===== config.mk =====
export PLATFORM = sky130hd
export DESIGN_NAME = multicycle_ctrl
export DESIGN_NICKNAME = d
export VERILOG_FILES = /design/src/rtl/multicycle_ctrl.sv
export SDC_FILE = /design/constraint.sdc
export NUM_CORES = 1
export LEC_CHECK = 0
export CORE_MARGIN = 2
export CORE_UTILIZATION = 54
export CTS_BUF_LIST = sky130_fd_sc_hd__clkbuf_16
export DETAILED_ROUTE_END_ITERATION = 10
export PLACE_DENSITY_LB_ADDON = 0.15
export SLEW_MARGIN = 20
export SYNTH_ARGS = -nofsm -noshare
export SYNTH_HDL_FRONTEND = slang
export SYNTH_SLANG_ARGS = --single-unit

===== constraint.sdc =====
create_clock -name clk_i -period 3.35 [get_ports clk_i]
set_input_delay 0.335 -clock clk_i [delete_from_list [all_inputs] [get_ports clk_i]]
set_output_delay 0.335 -clock clk_i [all_outputs]
set_load 0.05 [all_outputs]

===== src/rtl/multicycle_ctrl.sv =====
// Multi-cycle RV32I-subset control unit: sequences fetch, decode, execute,
// branch, memory and writeback for one instruction at a time.
module multicycle_ctrl #(
  parameter int unsigned               DATA_WIDTH = 32,
  parameter logic [DATA_WIDTH-1:0]     PC_ADDR    = 32'h8000_0000
) (
  input  logic                  clk_i,
  input  logic                  rst_ni,
  output logic                  mem_req_o,
  output logic                  mem_we_o,
  output logic [DATA_WIDTH-1:0] mem_addr_o,
  input  logic                  mem_ack_i,
  input  logic [DATA_WIDTH-1:0] mem_rdata_i,
  input  logic [DATA_WIDTH-1:0] alu_result_i,
  input  logic                  alu_zero_i,
  output logic [DATA_WIDTH-1:0] pc_o,
  output logic [DATA_WIDTH-1:0] ir_o,
  output logic                  alu_a_sel_o,
  output logic                  alu_b_sel_o,
  output logic [3:0]            alu_op_o,
  output logic                  rf_we_o,
  output logic [1:0]            wb_sel_o,
  output logic                  illegal_o,
  output logic                  retire_o
);

  typedef enum logic [2:0] {S_IF, S_ID, S_EX, S_BR, S_MEM, S_WB} state_e;

  typedef enum logic [3:0] {
    ALU_ADD  = 4'd0, ALU_SUB = 4'd1, ALU_AND = 4'd2, ALU_OR  = 4'd3,
    ALU_XOR  = 4'd4, ALU_SLL = 4'd5, ALU_SRL = 4'd6, ALU_SRA = 4'd7,
    ALU_SLT  = 4'd8, ALU_SLTU = 4'd9
  } alu_op_e;

  localparam logic [6:0] OPC_OP     = 7'b0110011;
  localparam logic [6:0] OPC_OPIMM  = 7'b0010011;
  localparam logic [6:0] OPC_LUI    = 7'b0110111;
  localparam logic [6:0] OPC_AUIPC  = 7'b0010111;
  localparam logic [6:0] OPC_JAL    = 7'b1101111;
  localparam logic [6:0] OPC_BRANCH = 7'b1100011;
  localparam logic [6:0] OPC_LOAD   = 7'b0000011;
  localparam logic [6:0] OPC_STORE  = 7'b0100011;

  localparam logic [1:0] WB_ALU = 2'd0;
  localparam logic [1:0] WB_MEM = 2'd1;
  localparam logic [1:0] WB_IMM = 2'd2;
  localparam logic [1:0] WB_PC4 = 2'd3;

  state_e                r_state;
  logic [DATA_WIDTH-1:0] r_pc;
  logic [DATA_WIDTH-1:0] r_ir;
  logic [DATA_WIDTH-1:0] r_addr;
  logic [DATA_WIDTH-1:0] r_target;
  logic                  r_mem_req;
  logic [1:0]            r_wb_sel;
  logic                  r_retire;
  logic                  r_illegal;

  logic [6:0]            w_opcode;
  logic [2:0]            w_funct3;
  logic                  w_funct7_b5;
  logic [4:0]            w_rd;
  logic                  w_legal;
  logic                  w_taken;
  logic [DATA_WIDTH-1:0] w_pc_plus4;
  logic                  w_a_sel;
  logic                  w_b_sel;
  alu_op_e               w_alu_op;

  assign w_opcode    = r_ir[6:0];
  assign w_funct3    = r_ir[14:12];
  assign w_funct7_b5 = r_ir[30];
  assign w_rd        = r_ir[11:7];

  // Dedicated incrementer so the ALU stays free; wraps naturally at 2^32.
  assign w_pc_plus4  = r_pc + DATA_WIDTH'(4);

  assign w_legal = (w_opcode == OPC_OP)    || (w_opcode == OPC_OPIMM) ||
                   (w_opcode == OPC_LUI)   || (w_opcode == OPC_AUIPC) ||
                   (w_opcode == OPC_JAL)   || (w_opcode == OPC_LOAD)  ||
                   (w_opcode == OPC_STORE) ||
                   ((w_opcode == OPC_BRANCH) && (w_funct3[2:1] == 2'b00));

  // funct3[0] distinguishes BNE from BEQ.
  assign w_taken = w_funct3[0] ? !alu_zero_i : alu_zero_i;

  function automatic alu_op_e f3_to_op(input logic [2:0] f3, input logic alt);
    case (f3)
      3'b000:  return alt ? ALU_SUB : ALU_ADD;
      3'b001:  return ALU_SLL;
      3'b010:  return ALU_SLT;
      3'b011:  return ALU_SLTU;
      3'b100:  return ALU_XOR;
      3'b101:  return alt ? ALU_SRA : ALU_SRL;
      3'b110:  return ALU_OR;
      default: return ALU_AND;
    endcase
  endfunction

  always_comb begin
    // NOTE: every output gets a default before the case so no path leaves it unassigned (no latch).
    w_a_sel  = 1'b0;
    w_b_sel  = 1'b0;
    w_alu_op = ALU_ADD;
    case (r_state)
      S_EX: begin
        case (w_opcode)
          OPC_OP:     w_alu_op = f3_to_op(w_funct3, w_funct7_b5);
          OPC_OPIMM: begin
            w_b_sel  = 1'b1;
            w_alu_op = f3_to_op(w_funct3, w_funct7_b5 && (w_funct3 == 3'b101));
          end
          OPC_AUIPC, OPC_JAL: begin
            w_a_sel = 1'b1;
            w_b_sel = 1'b1;
          end
          OPC_BRANCH: w_alu_op = ALU_SUB;
          OPC_LOAD, OPC_STORE: w_b_sel = 1'b1;
          default: ;
        endcase
      end
      S_BR: begin
        w_a_sel = 1'b1;
        w_b_sel = 1'b1;
      end
      default: ;
    endcase
  end

  always_ff @(posedge clk_i or negedge rst_ni) begin
    if (!rst_ni) begin
      r_state   <= S_IF;
      r_pc      <= PC_ADDR;
      r_ir      <= '0;
      r_addr    <= '0;
      r_target  <= '0;
      r_mem_req <= 1'b0;
      r_wb_sel  <= WB_ALU;
      r_retire  <= 1'b0;
      r_illegal <= 1'b0;
    end else begin
      // NOTE: non-blocking throughout; later assignments in a branch override the pulse defaults.
      r_retire  <= 1'b0;
      r_illegal <= 1'b0;
      case (r_state)
        S_IF: begin
          // An ack only counts once our request is actually on the bus.
          if (r_mem_req && mem_ack_i) begin
            r_ir      <= mem_rdata_i;
            r_mem_req <= 1'b0;
            r_state   <= S_ID;
          end else begin
            r_mem_req <= 1'b1;
          end
        end
        S_ID: begin
          if (!w_legal) begin
            r_illegal <= 1'b1;
            r_retire  <= 1'b1;
            r_pc      <= w_pc_plus4;
            r_mem_req <= 1'b1;
            r_state   <= S_IF;
          end else begin
            case (w_opcode)
              OPC_LOAD: r_wb_sel <= WB_MEM;
              OPC_LUI:  r_wb_sel <= WB_IMM;
              OPC_JAL:  r_wb_sel <= WB_PC4;
              default:  r_wb_sel <= WB_ALU;
            endcase
            r_state <= S_EX;
          end
        end
        S_EX: begin
          case (w_opcode)
            OPC_BRANCH: begin
              if (w_taken) begin
                r_state <= S_BR;
              end else begin
                r_pc      <= w_pc_plus4;
                r_retire  <= 1'b1;
                r_mem_req <= 1'b1;
                r_state   <= S_IF;
              end
            end
            OPC_LOAD, OPC_STORE: begin
              r_addr    <= alu_result_i;
              r_mem_req <= 1'b1;
              r_state   <= S_MEM;
            end
            OPC_JAL: begin
              r_target <= alu_result_i;
              r_state  <= S_WB;
            end
            default: r_state <= S_WB;
          endcase
        end
        S_BR: begin
          r_pc      <= alu_result_i;
          r_retire  <= 1'b1;
          r_mem_req <= 1'b1;
          r_state   <= S_IF;
        end
        S_MEM: begin
          if (mem_ack_i) begin
            if (w_opcode == OPC_STORE) begin
              r_pc      <= w_pc_plus4;
              r_retire  <= 1'b1;
              r_mem_req <= 1'b1;
              r_state   <= S_IF;
            end else begin
              r_mem_req <= 1'b0;
              r_state   <= S_WB;
            end
          end
        end
        S_WB: begin
          r_pc      <= (w_opcode == OPC_JAL) ? r_target : w_pc_plus4;
          r_retire  <= 1'b1;
          r_mem_req <= 1'b1;
          r_state   <= S_IF;
        end
        default: begin
          r_mem_req <= 1'b0;
          r_state   <= S_IF;
        end
      endcase
    end
  end

  assign mem_req_o   = r_mem_req;
  assign mem_we_o    = (r_state == S_MEM) && (w_opcode == OPC_STORE);
  assign mem_addr_o  = (r_state == S_MEM) ? r_addr : r_pc;
  assign pc_o        = r_pc;
  assign ir_o        = r_ir;
  assign alu_a_sel_o = w_a_sel;
  assign alu_b_sel_o = w_b_sel;
  assign alu_op_o    = w_alu_op;
  assign rf_we_o     = (r_state == S_WB) && (w_rd != 5'd0);
  assign wb_sel_o    = r_wb_sel;
  assign illegal_o   = r_illegal;
  assign retire_o    = r_retire;

endmodule

==> impl_metrics.toml <==
[global_routing]
overflow = 0
grt_pass1_wl_um = 31700
antenna_found_initial = 0
grt_pass1_vias = 6133
grt_usage = 0.280
grt_max_degree = 89

[power_and_ir_drop]
power_density_nw_per_um2 = 927
pwr-share-seq = 0.293
switching_share = 0.476
max-vdd-ir-drop_mv = 0.734
combPwrFrac = 0.530
finalPower_mw = 8.79
power.internal_mw = 4.60
power.net_switching_mw = 4.19
clockPowerShare = 0.177
p_leak_nw = 3.87

[worst_setup_path]
path_max_fanout = 10
crit_required_ns = 3.01
critPathSlowestCell = "clkdlybuf4s50_1"
worstPathArrival_ns = 2.79
slowest_delay_ns = 0.83
start_kind = "flip-flop"
cp-end-kind = "output pin"
cp_cell_sequence = "and4bb_1 -> nand3_1 -> nor3_1 -> clkdlybuf4s50_1"
path_class = "flip-flop to output pin"

[die]
die-area_um2 = 14300
initial_core_util = 0.548
fp-row-count = 42
core_um2 = 13100
die_h_um = 119
die_w_um = 119
io_pins = 177

[job]
maxCapViolCount = 0

[routing]
first_pass_iters = 6
dr_wl_met2_um = 9560
drt-total-wl_um = 19500
wl_met1_um = 7900
dr_wl_met3_um = 1660
vias_per_cell = 6.23
ant_nets = 0
vias = 5920
wl_per_cell_um = 20.5
drc_errors = 0
dr.first_iter.drc_count = 575
dr.max_layer_used = "met4"

[yosys]
syn_inst = 599
syn_area_um2 = 7200
ys_ff_latch = 136
syn_nets = 668
avgSynthCellArea_um2 = 12.0
synth_cell_types = 68
synth-edff-count = 0
seq_area_frac_synth = 0.473
synthArstFlopShare = 1.00
synthFlopType = "dfrtp_1"
synth_warnings = 0

[timing]
whs_ns = -0.0204
max_slew_margin = 0.376
finalHoldViolCount = 16
post-route-period-util = 0.932
finalCriticalPeriod_ns = 3.12
tightest_slew_ns = 0.937
fin_worst_skew_ns = 0.00848
finalSetupViolCount = 0
tns_ns = 0
grt_setup_unrepaired = "no"
drv_slew = 0
fmax_mhz = 320

[clocking]
cts_hold_buf = 0
clkSinkCount = 136
cts-root-buf = "clkbuf_16"
numCtsBuffers = 17
clk_transition_reported_paths_ns = 0.06
worstSkewPairLatency_ns = 0.42
post_cts_buffers = 0
ctsResizeCount = 0
cts_tree = "yes"
cts.path.max_buffers = 2
htree_levels = 4

[final_layout]
drive_gt1_frac = 0.244
fin_cells = 951
diodes = 0
area_growth_syn_to_layout_pct = 31.6
num-nets-final = 835
fillers = 923

[placement]
dp_hpwl_um = 13100
place_congestion = 0.900
portBuffers = 176
dpl.cell_count = 923

[outcome]
violations = "hold timing"
outcome = "finished with violations"

[min_path]
hp-class = "input pin to async pin"
[power groups by stage]
stage | sequential, mW | clock [mW] | combinational, mW
final | 2.57 | 1.56 | 4.66
after floorplan | 3.60 | 0 | 2.09
after CTS | 2.56 | 1.58 | 4.68
after detailed placement | 2.58 | 0 | 4.66
after global routing | 2.65 | 1.65 | 4.85
after global placement | 2.54 | 0 | 4.59
[synthesized netlist by cell type (3+ instances only)]
| cell type | n | share of area |
|---|---|---|
| dfrtp_1 | 135 | 0.47 |
| mux2_2 | 125 | 0.20 |
| nand2_1 | 33 | 0.017 |
| nor3_1 | 20 | 0.014 |
| buf_2 | 18 | 0.013 |
| o2bb2ai_1 | 18 | 0.022 |
| nand3_1 | 16 | 0.011 |
| buf_6 | 14 | 0.022 |
| nor2_1 | 14 | 0.0073 |
| o21ai_0 | 14 | 0.0097 |
| o22ai_1 | 14 | 0.012 |
| a22o_1 | 11 | 0.013 |
| a22oi_1 | 11 | 0.011 |
| nor4_1 | 11 | 0.0096 |
| a221oi_1 | 10 | 0.012 |
| a221oi_2 | 10 | 0.021 |
| o21ai_1 | 10 | 0.0069 |
| a21oi_1 | 8 | 0.0056 |
| inv_1 | 8 | 0.0042 |
| and3_1 | 7 | 0.0061 |
| and4_1 | 7 | 0.0085 |
| nand4_1 | 6 | 0.0052 |
| o31ai_1 | 5 | 0.0052 |
| o41ai_1 | 5 | 0.0061 |
| a31oi_1 | 4 | 0.0035 |
| buf_4 | 4 | 0.0042 |
| clkbuf_1 | 4 | 0.0021 |
| nand2b_1 | 3 | 0.0026 |
| nand3b_1 | 3 | 0.0031 |
| nor3b_1 | 3 | 0.0031 |
| o21a_1 | 3 | 0.0031 |
[sequential cells by signal, summed over array words and instances (netlist names)]
register   cells
ir_o          32
pc_o          32
r_addr        32
r_target      32
r_state        3
wb_sel_o       2
illegal_o      1
mem_req_o      1
retire_o       1
[cell type report]
class                           count  area, µm²  area share
Multi-Input combinational cell    413       3470       0.366
Sequential cell                   136       3400       0.359
Inverter                           10       42.5     0.00449
Tap cell                          176        220      0.0232
Timing Repair Buffer              188       1870       0.197
Clock inverter                     11       48.8     0.00515
Clock buffer                       17        425      0.0449
[kinds of logic (layout without fill, tap and decap cells)]
logic type	count (synthesis)	count (layout)	synth area share
xor gates and xnor gates	1	1	0.00122
adders and majority gates	1	1	0.00174
buffers and inverters	50	226	0.0466
DFF	136	136	0.473
muxes	128	128	0.200
and+or+nand+nor	142	142	0.117
AOI/OAI and AO/OA	141	141	0.161
[metal layers]
layer	global-route usage	vias up
li1	-	2652
met1	0.354	2924
met2	0.455	304
met3	0.0771	40
met4	0.115	0
met5	0	-
[final timing paths]
path	startpoint	endpoint	slack, ns	cells past startpoint
setup / recovery	ir_o[3]$_DFFE_PN0P_	alu_op_o[2]	0.23	4
hold / removal	rst_ni	r_addr[7]$_DFFE_PN0P_	-0.02	1
setup reg to reg	ir_o[5]$_DFFE_PN0P_	pc_o[21]$_DFFE_PN0P_	0.71	7
hold reg to reg	r_addr[29]$_DFFE_PN0P_	r_addr[29]$_DFFE_PN0P_	0.50	1
max in group asynchronous	rst_ni	pc_o[31]$_DFFE_PN1P_	2.52	2
min in group clk_i	r_addr[29]$_DFFE_PN0P_	r_addr[29]$_DFFE_PN0P_	0.50	1
[cell usage in the layout, fill, tap and decap left out, drive strengths merged, types with 3 or more instances in the layout]
master,count
a21oi,8
a221oi,20
a22o,11
a22oi,11
a31oi,6
and3,7
and4,7
buf,13
clkbuf,17
clkdlybuf4s50,175
clkinv,7
dfrtp,135
inv,14
mux2,127
nand2,33
nand2b,3
nand3,17
nand3b,4
nand4,8
nor2,17
nor3,21
nor3b,4
nor4,12
o21a,3
o21ai,24
o22ai,15
o2bb2ai,18
o31ai,6
o41ai,5
[through the flow]
| stage | cell area, µm² | setup slack, ns | util |
|---|---|---|---|
| final | 9480 | 0.229 | 0.722 |
| after global routing | 9480 | 0.0853 | 0.722 |
| after CTS | 9480 | 0.231 | 0.722 |
| after detailed placement | 9000 | 0.671 | 0.685 |
| after global placement | 9000 | 0.755 | 0.685 |
| after floorplan | 7200 | 0.612 | - |
[worst max-delay path, delay by kind of cell, from the launching register on]
| family | cells | cell delay [ns] |
|---|---|---|
| and+or+nand+nor | 3 | 1.06 |
| buffers and inverters | 1 | 0.83 |
| DFF | 1 | 0.47 |
(Power assumes the default switching activity.)
